--- config.mk ---
export PLATFORM = sky130hd
export DESIGN_NAME = lsu_mem_stage
export DESIGN_NICKNAME = d
export VERILOG_FILES = /design/src/rtl/lsu_mem_stage.sv
export SDC_FILE = /design/constraint.sdc
export NUM_CORES = 1
export LEC_CHECK = 0
export ABC_AREA = 1
export CAP_MARGIN = 20
export CORE_MARGIN = 8
export CORE_UTILIZATION = 46
export CTS_CLUSTER_DIAMETER = 100
export DETAILED_ROUTE_END_ITERATION = 12
export GPL_TIMING_DRIVEN = 0
export PLACE_DENSITY_LB_ADDON = 0.15
export SYNTH_ARGS = -nofsm -noshare
export SYNTH_HDL_FRONTEND = slang
export SYNTH_SLANG_ARGS = --single-unit
--- constraint.sdc ---
create_clock -name clk -period 5.07 [get_ports clk]
set_input_delay 0.507 -clock clk [delete_from_list [all_inputs] [get_ports clk]]
set_output_delay 0.507 -clock clk [all_outputs]
set_load 0.05 [all_outputs]
--- src/rtl/lsu_mem_stage.sv ---
// RV32I load/store memory stage: request/ready handshake with a word-addressed memory,
// byte-lane strobes, load extension, and fault reporting with a one-cycle done pulse.
module lsu_mem_stage #(
    parameter int unsigned WIDTH    = 32,
    parameter int unsigned MAX_WAIT = 255
) (
    input  logic             clk,
    input  logic             reset,
    input  logic             start,
    input  logic             is_store,
    input  logic [2:0]       funct3,
    input  logic [WIDTH-1:0] addr,
    input  logic [WIDTH-1:0] store_data,
    output logic             busy,
    output logic             done,
    output logic [1:0]       fault,
    output logic [WIDTH-1:0] load_data,
    output logic             mem_req,
    output logic             mem_we,
    output logic [WIDTH-1:0] mem_addr,
    output logic [WIDTH-1:0] mem_wdata,
    output logic [3:0]       mem_wstrb,
    input  logic             mem_ready,
    input  logic [WIDTH-1:0] mem_rdata
);

    localparam int unsigned CNT_W = 8;

    localparam logic [1:0] FAULT_OK      = 2'b00;
    localparam logic [1:0] FAULT_ALIGN   = 2'b01;
    localparam logic [1:0] FAULT_ILLEGAL = 2'b10;
    localparam logic [1:0] FAULT_TIMEOUT = 2'b11;

    typedef enum logic [1:0] {
        S_IDLE = 2'd0,
        S_REQ  = 2'd1,
        S_DONE = 2'd2
    } state_t;

    state_t           state, state_nx;
    logic [CNT_W-1:0] wait_cnt, wait_cnt_nx;
    logic             is_store_q, is_store_nx;
    logic [2:0]       funct3_q, funct3_nx;
    logic [1:0]       off_q, off_nx;

    logic             busy_nx, done_nx, mem_req_nx, mem_we_nx;
    logic [1:0]       fault_nx;
    logic [WIDTH-1:0] load_data_nx, mem_addr_nx, mem_wdata_nx;
    logic [3:0]       mem_wstrb_nx;

    logic             illegal_c, misaligned_c;
    logic [WIDTH-1:0] wdata_c, shifted_c, ext_c;
    logic [3:0]       wstrb_c;

    // Request check on the incoming operation
    always_comb begin
        if (is_store) illegal_c = (funct3 > 3'b010);
        else          illegal_c = (funct3 == 3'b011) || (funct3[2:1] == 2'b11);
        misaligned_c = ((funct3[1:0] == 2'b01) && addr[0]) ||
                       ((funct3[1:0] == 2'b10) && (addr[1:0] != 2'b00));
    end

    // Store lane replication and strobes
    always_comb begin
        wdata_c = store_data;
        wstrb_c = 4'b0000;
        case (funct3[1:0])
            2'b00: begin
                wdata_c = {4{store_data[7:0]}};
                wstrb_c = 4'b0001 << addr[1:0];
            end
            2'b01: begin
                wdata_c = {2{store_data[15:0]}};
                wstrb_c = 4'b0011 << addr[1:0];
            end
            default: begin
                wdata_c = store_data;
                wstrb_c = 4'b1111;
            end
        endcase
        if (!is_store) wstrb_c = 4'b0000;
    end

    // Load lane extraction and extension
    always_comb begin
        shifted_c = mem_rdata >> {off_q, 3'b000};
        case (funct3_q)
            3'b000:  ext_c = {{24{shifted_c[7]}}, shifted_c[7:0]};
            3'b001:  ext_c = {{16{shifted_c[15]}}, shifted_c[15:0]};
            3'b100:  ext_c = {24'd0, shifted_c[7:0]};
            3'b101:  ext_c = {16'd0, shifted_c[15:0]};
            default: ext_c = shifted_c;
        endcase
    end

    always_comb begin
        state_nx     = state;
        wait_cnt_nx  = wait_cnt;
        is_store_nx  = is_store_q;
        funct3_nx    = funct3_q;
        off_nx       = off_q;
        done_nx      = 1'b0;
        fault_nx     = fault;
        load_data_nx = load_data;
        mem_req_nx   = mem_req;
        mem_we_nx    = mem_we;
        mem_addr_nx  = mem_addr;
        mem_wdata_nx = mem_wdata;
        mem_wstrb_nx = mem_wstrb;

        case (state)
            S_IDLE: begin
                fault_nx = FAULT_OK;
                if (start) begin
                    is_store_nx = is_store;
                    funct3_nx   = funct3;
                    off_nx      = addr[1:0];
                    if (illegal_c) begin
                        state_nx = S_DONE;
                        done_nx  = 1'b1;
                        fault_nx = FAULT_ILLEGAL;
                    end else if (misaligned_c) begin
                        state_nx = S_DONE;
                        done_nx  = 1'b1;
                        fault_nx = FAULT_ALIGN;
                    end else begin
                        state_nx     = S_REQ;
                        wait_cnt_nx  = '0;
                        mem_req_nx   = 1'b1;
                        mem_we_nx    = is_store;
                        mem_addr_nx  = {addr[WIDTH-1:2], 2'b00};
                        mem_wdata_nx = wdata_c;
                        mem_wstrb_nx = wstrb_c;
                    end
                end
            end
            S_REQ: begin
                if (mem_ready) begin
                    state_nx   = S_DONE;
                    done_nx    = 1'b1;
                    fault_nx   = FAULT_OK;
                    mem_req_nx = 1'b0;
                    mem_we_nx  = 1'b0;
                    if (!is_store_q) load_data_nx = ext_c;
                end else if (wait_cnt == CNT_W'(MAX_WAIT - 1)) begin
                    state_nx   = S_DONE;
                    done_nx    = 1'b1;
                    fault_nx   = FAULT_TIMEOUT;
                    mem_req_nx = 1'b0;
                    mem_we_nx  = 1'b0;
                end else begin
                    wait_cnt_nx = wait_cnt + CNT_W'(1);
                end
            end
            S_DONE: begin
                state_nx = S_IDLE;
                fault_nx = FAULT_OK;
            end
            default: state_nx = S_IDLE;
        endcase

        busy_nx = (state_nx != S_IDLE);
    end

    always_ff @(posedge clk or posedge reset) begin
        if (reset) begin
            state      <= S_IDLE;
            wait_cnt   <= '0;
            is_store_q <= 1'b0;
            funct3_q   <= '0;
            off_q      <= '0;
            busy       <= 1'b0;
            done       <= 1'b0;
            fault      <= FAULT_OK;
            load_data  <= '0;
            mem_req    <= 1'b0;
            mem_we     <= 1'b0;
            mem_addr   <= '0;
            mem_wdata  <= '0;
            mem_wstrb  <= '0;
        end else begin
            state      <= state_nx;
            wait_cnt   <= wait_cnt_nx;
            is_store_q <= is_store_nx;
            funct3_q   <= funct3_nx;
            off_q      <= off_nx;
            busy       <= busy_nx;
            done       <= done_nx;
            fault      <= fault_nx;
            load_data  <= load_data_nx;
            mem_req    <= mem_req_nx;
            mem_we     <= mem_we_nx;
            mem_addr   <= mem_addr_nx;
            mem_wdata  <= mem_wdata_nx;
            mem_wstrb  <= mem_wstrb_nx;
        end
    end

endmodule

---- Yosys cells after proc, flatten, opt, wreduce, memory -nomap -nowiden ----
Index checks and enable logic that the tools add are counted.
storage, ports and cells
  ROM bits ................................ 0
  logic and storage cells ................. 94
  output and inout bits ................... 106
  bits in writable memories ............... 0
  memories ................................ 0
  bits of input ports ..................... 104
  latch bits .............................. 0
  register bits after elaboration ......... 120
cells by class
  reduce and logical (&&, ||, !) cells .... 17
  bitwise gates (word level) .............. 3
  divide/modulo/power cells ............... 0
  add/subtract/negate cells ............... 1
  multiply operators ...................... 0
  $lt $le $gt $ge ......................... 1
  mux-type cells .......................... 39
  shift-type cells ........................ 3
  eq/ne operators ......................... 16
operator list
  cell                   count
  $pmux W32 S4           1
  $pmux W32 S2           1
  $mux W8                5
  $shr A32 B5 Y32        1
  $mux W2                9
  $pmux W8 S2            1
  $mux W1                15
  $ne A2 B2 Y1 const B   5
  $add A8 B1 Y8 const B  1
  $eq A8 B8 Y1 const B   1
  $pmux W4 S2            1
  $eq A2 B2 Y1 const B   3
  $eq A3 B3 Y1 const B   2
  $pmux W1 S2            3
  $pmux W2 S3            1
  $reduce_and A6 Y1      1
  $reduce_bool A2 Y1     3
  $reduce_and A5 Y1      1
  $eq A2 B1 Y1 const B   2
  $logic_not A2 Y1       2
  $mux W4                1
  $pmux W2 S2            1
  $reduce_and A2 Y1      2
  $reduce_and A4 Y1      1
  other kinds (12)       16

---- Logic depth before layout (Yosys ltp) ----
Gate-level depths: netlist of the first run.
  word-level depth ........................ 8
  gate-level depth with buffers ........... 11
  mapped depth without buffers ............ 9

---- Worst setup path after synthesis of the first run ----
OpenSTA, ideal clock, no wires.
  path kind ............................... reg2reg
  start ................................... reg state[0]
  end ..................................... reg fault[0]
  path buffers ............................ 1
  library setup time ...................... 130 ps
  path slack .............................. 3512 ps
  required time ........................... 4940 ps
  cell stages (with the launch flop) ...... 7
  period minus slack after synthesis ...... 1558 ps
  arrival ................................. 1429 ps
  path through ............................ dfrtp_1 ha_1 inv_2 clkbuf_1 nor2_1 a21oi_1 o21ai_0
between the ends
  cells in the longest elaborated chain, start to end .. 3
  elaborated cells between the ends (all ways) .. 7
  classes of those cells .................. eq/ne (3); mux (1); reduce/logical (3)
ends and longest elaborated chain
  item                                                                        line  text
  from (decl)                                                                 40    state_t state, state_nx;
  from (signal assigned)                                                      182   state <= state_nx;
  $eq A2 B1 Y1 (tied with other cells)                                        111   case (state)
  $ne A3 B3 Y1 (no source line) / $reduce_bool A3 Y1 (equally long branches)  -
  $reduce_and A2 Y1 (no source line)                                          -
  to (signal assigned)                                                        189   fault <= fault_nx;
  to (decl)                                                                   16    output logic [1:0] fault,
Several ways; a longest one is shown, not always the timed one.
A chain may end at the register's enable or synchronous reset.

---- Worst setup path after layout of the first run ----
  start ................................... reg mem_wdata[1]
  end ..................................... out mem_wdata[1]
RTL lines
  item                    line  text
  from (decl)             21    output logic [WIDTH-1:0] mem_wdata,
  from (signal assigned)  194   mem_wdata <= mem_wdata_nx;
No word-level cell between the ends.

==> run summary, run 1 <==
Worst r2r src: state[0]
Distinct cells, synth: 27
H-Tree Depth: 4
# diodes: 0
Total of max-cap violations: 0
Largest net degree at the start of global routing: 91
WP depth: 1
GRT overflow: 0
Seq cells post-synth: 120
Area of the mapped netlist: 6010 µm²
Int Power: 0.00318 W
DRT Wirelength: 18100 µm
FF-to-FF End: fault[1]
Layout Area Growth over Synthesis: 47.1%
Die area: 17000 µm²
Initial antenna violation count: 1
Detail Route Antenna Nets: 0
Psw: 0.00298 W
RSZ-0062 raised after global routing: false
Critical path endpoint: mem_wdata[1]
Cts repair resizes: 0
Final Hold Fails: 0
Logic pwr share: 56.6%
Layout cell share with drive strength beyond 1: 8.33%
Die Wd: 130 µm
Worst rel slew slack: 62.1%
Fin. max-slew vios: 0
Ports: 210
Worst Tran Pin Value: 0.566 ns
Reg2reg setup slack: 3.18 ns
Via count: 5938
Final WS setup: 2.92 ns
Leak: 4.37 nW
Sequential area share after synthesis: 50.0%
F_max: 466 MHz
Peak VDD IR: 0.467 mV
Row cnt: 41
Overall power: 0.00616 W
DR vias/cell: 4.93
Critical Path RT: 4.56 ns
CTS tree: done
Clk buf depth: 2
Ys async rst share: 100%
Arrival time at the worst endpoint: 1.64 ns
Clock power frac: 16.9%
Total Nets Final: 1131
Flop pwr share: 26.5%
Post-synth EDFFs: 0
Post-layout minimum cycle time: 2.15 ns
HPWL Detailed: 13700 µm
DRT Pass-1 Iters: 5
Worst setup SP type: register
Setup crit end kind: output port
Post-synth top flop: dfrtp_1
Hold-fix buffers, CTS: 0
Die H: 130 µm
Clock Root Buffer: clkbuf_16
Final period util: 42.4%
Setup TNS: 0 ns
Number of global-route vias before repair: 5841
Total Routing Usage GR: 22.0%
Worst Skew: 0.00522 ns
Synth Instances: 794
Worst slack, placed: 2.85 ns
TritonCTS Buffers: 17
Routability Congestion: 0.878
Final setup viols: 0
Wire per inst: 15.1 µm
Crit path buffers/inverters: 1
CP max-delay cell: clkdlybuf4s50_1
HP Class: in2async
Status: completed
Core footprint: 12700 µm²
CP top delay family: buffers and inverters
Reg clk slew, reported paths: 0.05 ns
Initial DRC count: 572
Wire length of the first global-routing pass: 28900 µm
# Post-CTS Setup Buffers: 0
Clock Latency Late Sink: 0.41 ns
TritonCTS Sinks: 120
Worst R2R Path Depth: 6
Worst Setup SP: mem_wdata[1]
Crit-path cells: clkdlybuf4s50_1
DRC: 0
Input/output buffers: 207
Yosys Warn Count: 0
Initial Utilization: 47.4%
P per Cell Area: 696 nW/µm²
Critical path type: reg2out
Sw Share: 48.4%
Mean Syn Cell Area: 7.57 µm²
CP Max Fanout: 2
CP peak stage delay: 0.86 ns
[layout by cell type (no fill, tap or decap), types with 3 or more instances in the layout]
cell / count
clkbuf_8: 3
ha_1: 5
dfrtp_1: 120
nand2_2: 3
nand2_1: 340
buf_6: 4
buf_2: 18
or2_2: 16
clkbuf_16: 17
a21oi_1: 32
a31oi_1: 9
nor2_1: 43
nand3_1: 39
nor2_2: 3
inv_1: 56
clkinv_2: 4
clkbuf_1: 16
o211ai_1: 15
clkdlybuf4s50_1: 207
o21ai_0: 58
inv_2: 4
buf_4: 6
[final cells by class]
cell class	count	area, µm²
plain buffers	40	228
clock buffers	26	489
clock inverters	4	20.0
fillers	1061	3830
inverters	61	234
multi-input cells	574	2550
flip-flops and latches	120	3000
well taps	172	215
repair buffers	208	2100
[Yosys cell counts, types with 3 or more instances]
library cell,n,share of area [%]
inv_1,57,3.6
inv_2,4,0.25
nand2_1,340,21
a31oi_1,9,0.94
nor2_2,3,0.31
dfrtp_1,120,50
o21ai_0,58,4.8
nand2_2,3,0.31
or2_2,16,1.7
buf_6,4,0.75
o211ai_1,15,1.9
a21oi_1,32,2.7
buf_4,6,0.75
nor2_1,43,2.7
buf_2,18,1.5
clkbuf_1,10,0.62
nand3_1,39,3.2
ha_1,5,1.0
[power by group through the flow]
stage | Combinational (W) | Clock (W) | Sequential [W]
floorplan | 0.000904 | 0 | 0.00301
global placement | 0.00347 | 0 | 0.00162
detailed placement | 0.00350 | 0 | 0.00163
CTS | 0.00351 | 0.00106 | 0.00163
global route | 0.00371 | 0.00110 | 0.00169
finish | 0.00348 | 0.00104 | 0.00163
[stage by stage]
step | instance area [µm²] | utilization [%] | hold slack (ns) | std cells
after CTS | 8840 | 69.8 | 0.451 | 1205
after detailed placement | 8330 | 65.8 | 0.463 | 1175
after global routing | 8840 | 69.8 | 0.475 | 1205
final | 8840 | 69.8 | 0.446 | 1205
after global placement | 8300 | 65.5 | 0.461 | 1174
after floorplan | 6010 | - | 0.450 | 795
[worst register-to-register path: cells and delay by family (launching register included)]
family,cells,cell delay [ns]
AO/OA/AOI/OAI,2,0.45
buffers and inverters,2,0.43
adder cells (fa/ha/maj),1,0.30
AND/OR/NAND/NOR,1,0.16
flip-flops,1,0.42
[logic make-up (layout without fill, tap and decap cells)]
logic type / after synthesis / after routing / synth area share, %
other: 1 / 2 / 0.0624
xor gates and xnor gates: 3 / 3 / 0.437
DFF: 120 / 120 / 50.0
adders and majority gates: 5 / 5 / 1.04
and+or+nand+nor: 449 / 449 / 30.5
buffers and inverters: 101 / 339 / 7.60
AOI/OAI and AO/OA: 115 / 115 / 10.4
[worst min path at each step]
stage / end / start / depth (start not counted)
after CTS: mem_addr[22] / reset / 2
after global routing: mem_addr[22] / reset / 2
after floorplan: is_store_q / is_store_q / 2
final: mem_addr[26] / reset / 2
after global placement: mem_addr[8] / mem_addr[8] / 2
after detailed placement: mem_req / mem_req / 2
[state kept, by name (all words and copies together), names as in the netlist]
name and flops:
load_data 32, mem_wdata 32, mem_addr 30, wait_cnt 8
mem_wstrb 4, funct3_q 3, fault 2, off_q 2
state 2, busy 1, done 1, is_store_q 1
mem_req 1, mem_we 1
[per-layer routing]
metal / track usage, % / vias to the layer above / share of wire [%]
li1: - / 2958 / -
met1: 25.7 / 2710 / 40
met2: 34.8 / 228 / 46
met3: 8.73 / 40 / 10
met4: 10.2 / 2 / 2.9
met5: 0 / - / 0.066
Note: power is estimated with default switching activity, not from simulation.
==> inputs of run 2 (changes only) <==
Settings changed: CORE_UTILIZATION 46 to 41.
Clock period 5.07 ns to 1.83 ns, I/O delays scaled along.
==> run 2 against run 1 <==
Against the previous run: total power grew to 2.8 times the previous value; cell count is 1.2% higher; cell area is 2.2% higher; core utilization is 7.1 points lower; flip-flop and latch count stayed put; sequential power grew to 2.8 times the previous value; first-iteration DRC count is 46% lower; critical path type unchanged; worst setup slack worse by 2.9 ns; clock power grew to 3.2 times the previous value; highest routed layer is now met4; hold slack worse by 0.30 ns; critical path depth stayed put.
==> run summary, run 2 (synthesis results as in run 1) <==
Worst setup SP type: register
Fill count: 1322 (+25%)
Number of global-route vias before repair: 5809 (-0.55%)
Sw Share: 47.2% (-1.1 points)
Post-layout minimum cycle time: 1.79 ns
Total Routing Usage GR: 19.8% (-2.1 points)
DRT Wirelength: 18400 µm (+1.3%)
Most common cell after layout, fill and taps aside: nand2_1
Final WS setup: 0.0436 ns (-2.88 ns)
Status: completed
Top routing layer used: met4
Initial Utilization: 41.7% (-5.8 points)
Via count: 5764 (-2.9%)
Highest-count cells in the layout ignoring fill and taps: nand2_1 (340), clkdlybuf4s50_1 (197), dfrtp_1 (120), inv_1 (55), o21ai_0 (55)
Ports: 210 (unchanged)
Initial antenna violation count: 0 (-1)
Largest regs: load_data x32, mem_wdata x32, mem_addr x30
Die H: 137 µm (+5.2%)
CTS tree: done
Leak: 4.55 nW (+4.2%)
Clock Latency Late Sink: 0.41 ns (about the same)
Critical path type: reg2out
TritonCTS Buffers: 17 (unchanged)
FF-to-FF End: load_data[31]
Die area: 18800 µm² (+11%)
GRT overflow: 0 (unchanged)
Peak VDD IR: 1.40 mV (+200%)
Final setup viols: 0 (unchanged)
DR vias/cell: 4.72 (-4.1%)
Worst slack, placed: -0.133 ns (-2.98 ns)
# diodes: 0 (unchanged)
Reg clk slew, reported paths: 0.05 ns (about the same)
F_max: 560 MHz
Flop pwr share: 25.8% (-0.7 points)
Layout Area Growth over Synthesis: 50.4%
Layout cell share with drive strength beyond 1: 9.36% (+1.0 points)
HPWL Detailed: 14200 µm (+3.4%)
Metal3 WL: 1970 µm (+3.5%)
Worst r2r src: state[1]
H-Tree Depth: 4 (unchanged)
DRC: 0 (unchanged)
Logic pwr share: 55.0% (-1.6 points)
Wire length of the first global-routing pass: 29200 µm (+1.0%)
# Post-CTS Setup Buffers: 0 (unchanged)
Routability Congestion: 0.918 (+4.5%)
Worst Tran Pin Value: 0.610 ns (+0.0435 ns)
HP Class: in2async
Fin area: 9040 µm² (+2.2%)
Worst rel slew slack: 59.2% (-2.9 points)
Critical Path RT: 1.65 ns (-2.91 ns)
Row cnt: 44 (+7.3%)
Arrival time at the worst endpoint: 1.60 ns (-0.04 ns)
Final period util: 97.6%
Crit path buffers/inverters: 1 (unchanged)
Input/output buffers: 207 (unchanged)
Worst R2R Path Depth: 10 (+4)
Total Nets Final: 1133 (+0.18%)
CP top delay family: buffers and inverters
Crit-path cells: clkdlybuf4s50_1
Placed Area: 8380 µm² (+0.56%)
Setup crit end kind: output port
Reg2reg setup slack: 0.10 ns (-3.08 ns)
Clock Root Buffer: clkbuf_16
Largest net degree at the start of global routing: 41 (-55%)
CP peak stage delay: 0.82 ns (-0.04 ns)
Met2 Wirelength: 8350 µm (-0.74%)
CP max-delay cell: clkdlybuf4s50_1
P per Cell Area: 1940 nW/µm² (+180%)
DRT Pass-1 Iters: 5 (unchanged)
Fin. max-slew vios: 0 (unchanged)
CP Max Fanout: 2 (unchanged)
Psw: 0.00828 W (+180%)
Initial DRC count: 307 (-46%)
Clock power frac: 19.2% (+2.3 points)
Int Power: 0.00925 W (+190%)
Clk buf depth: 2 (unchanged)
Detail Route Antenna Nets: 0 (unchanged)
Post-route worst hold slack: 0.143 ns (-0.303 ns)
Worst Setup SP: load_data[7]
Wl on met1: 7750 µm (+6.3%)
Total of max-cap violations: 0 (unchanged)
RSZ-0062 raised after global routing: false
TritonCTS Sinks: 120 (unchanged)
Wire per inst: 15.1 µm (about the same)
Final Hold Fails: 0 (unchanged)
Die Wd: 137 µm (+5.2%)
Core footprint: 14400 µm² (+14%)
Worst Skew: 0.00753 ns (+0.00231 ns)
-- run 2: power groups by stage --
stage	Sequential, W	Clock, W	Combinational [W]
CTS	0.00453	0.00344	0.00972
global route	0.00467	0.00358	0.0103
detailed placement	0.00453	0	0.00969
floorplan	0.00835	0	0.00251
global placement	0.00452	0	0.00961
finish	0.00453	0.00337	0.00963
-- run 2: per-stage QoR --
| step | utilization (%) | instances | setup TNS (ns) | total power (W) |
|---|---|---|---|---|
| floorplan | - | 795 | 0 | 0.0109 |
| global placement | 57.7 | 1186 | -127.69 | 0.0141 |
| detailed placement | 58.1 | 1189 | -4.68 | 0.0142 |
| CTS | 62.3 | 1220 | 0 | 0.0177 |
| global route | 62.7 | 1220 | 0 | 0.0185 |
| finish | 62.7 | 1220 | 0 | 0.0175 |
-- run 2: final cells by class --
type / count / area [µm²] / area share [%]
sequential: 120 / 3000 / 33.2
multi-input combinational: 574 / 2560 / 28.3
timing repair buffer: 210 / 2160 / 23.9
clock buffer: 23 / 478 / 5.29
buffer: 40 / 250 / 2.77
inverter: 61 / 238 / 2.63
tap: 184 / 230 / 2.55
clock inverter: 8 / 120 / 1.33
-- run 2: routing by layer --
layer  vias to the layer above  GRT usage, %
met2                       174          30.6
met3                        22          9.07
met1                      2612          23.7
met4                         0          7.30
met5                         -             0
li1                       2956             -
-- run 2: worst max path at each step --
stage                     slack [ns]  depth (start not counted)            end
after CTS                      0.007                         10  load_data[19]
after global placement         -1.05                          2    mem_addr[6]
after floorplan                 0.18                          1           busy
after detailed placement       -0.13                          9   mem_addr[30]
after global routing          0.0009                         10  load_data[14]
final                           0.04                          1   load_data[7]
-- run 2: what timing repair did --
action,4_1_cts,5_1_grt
hold buffers,0,0
endpoints found under the setup margin,2,91
pin swaps,0,1
gates resized for setup,1,34
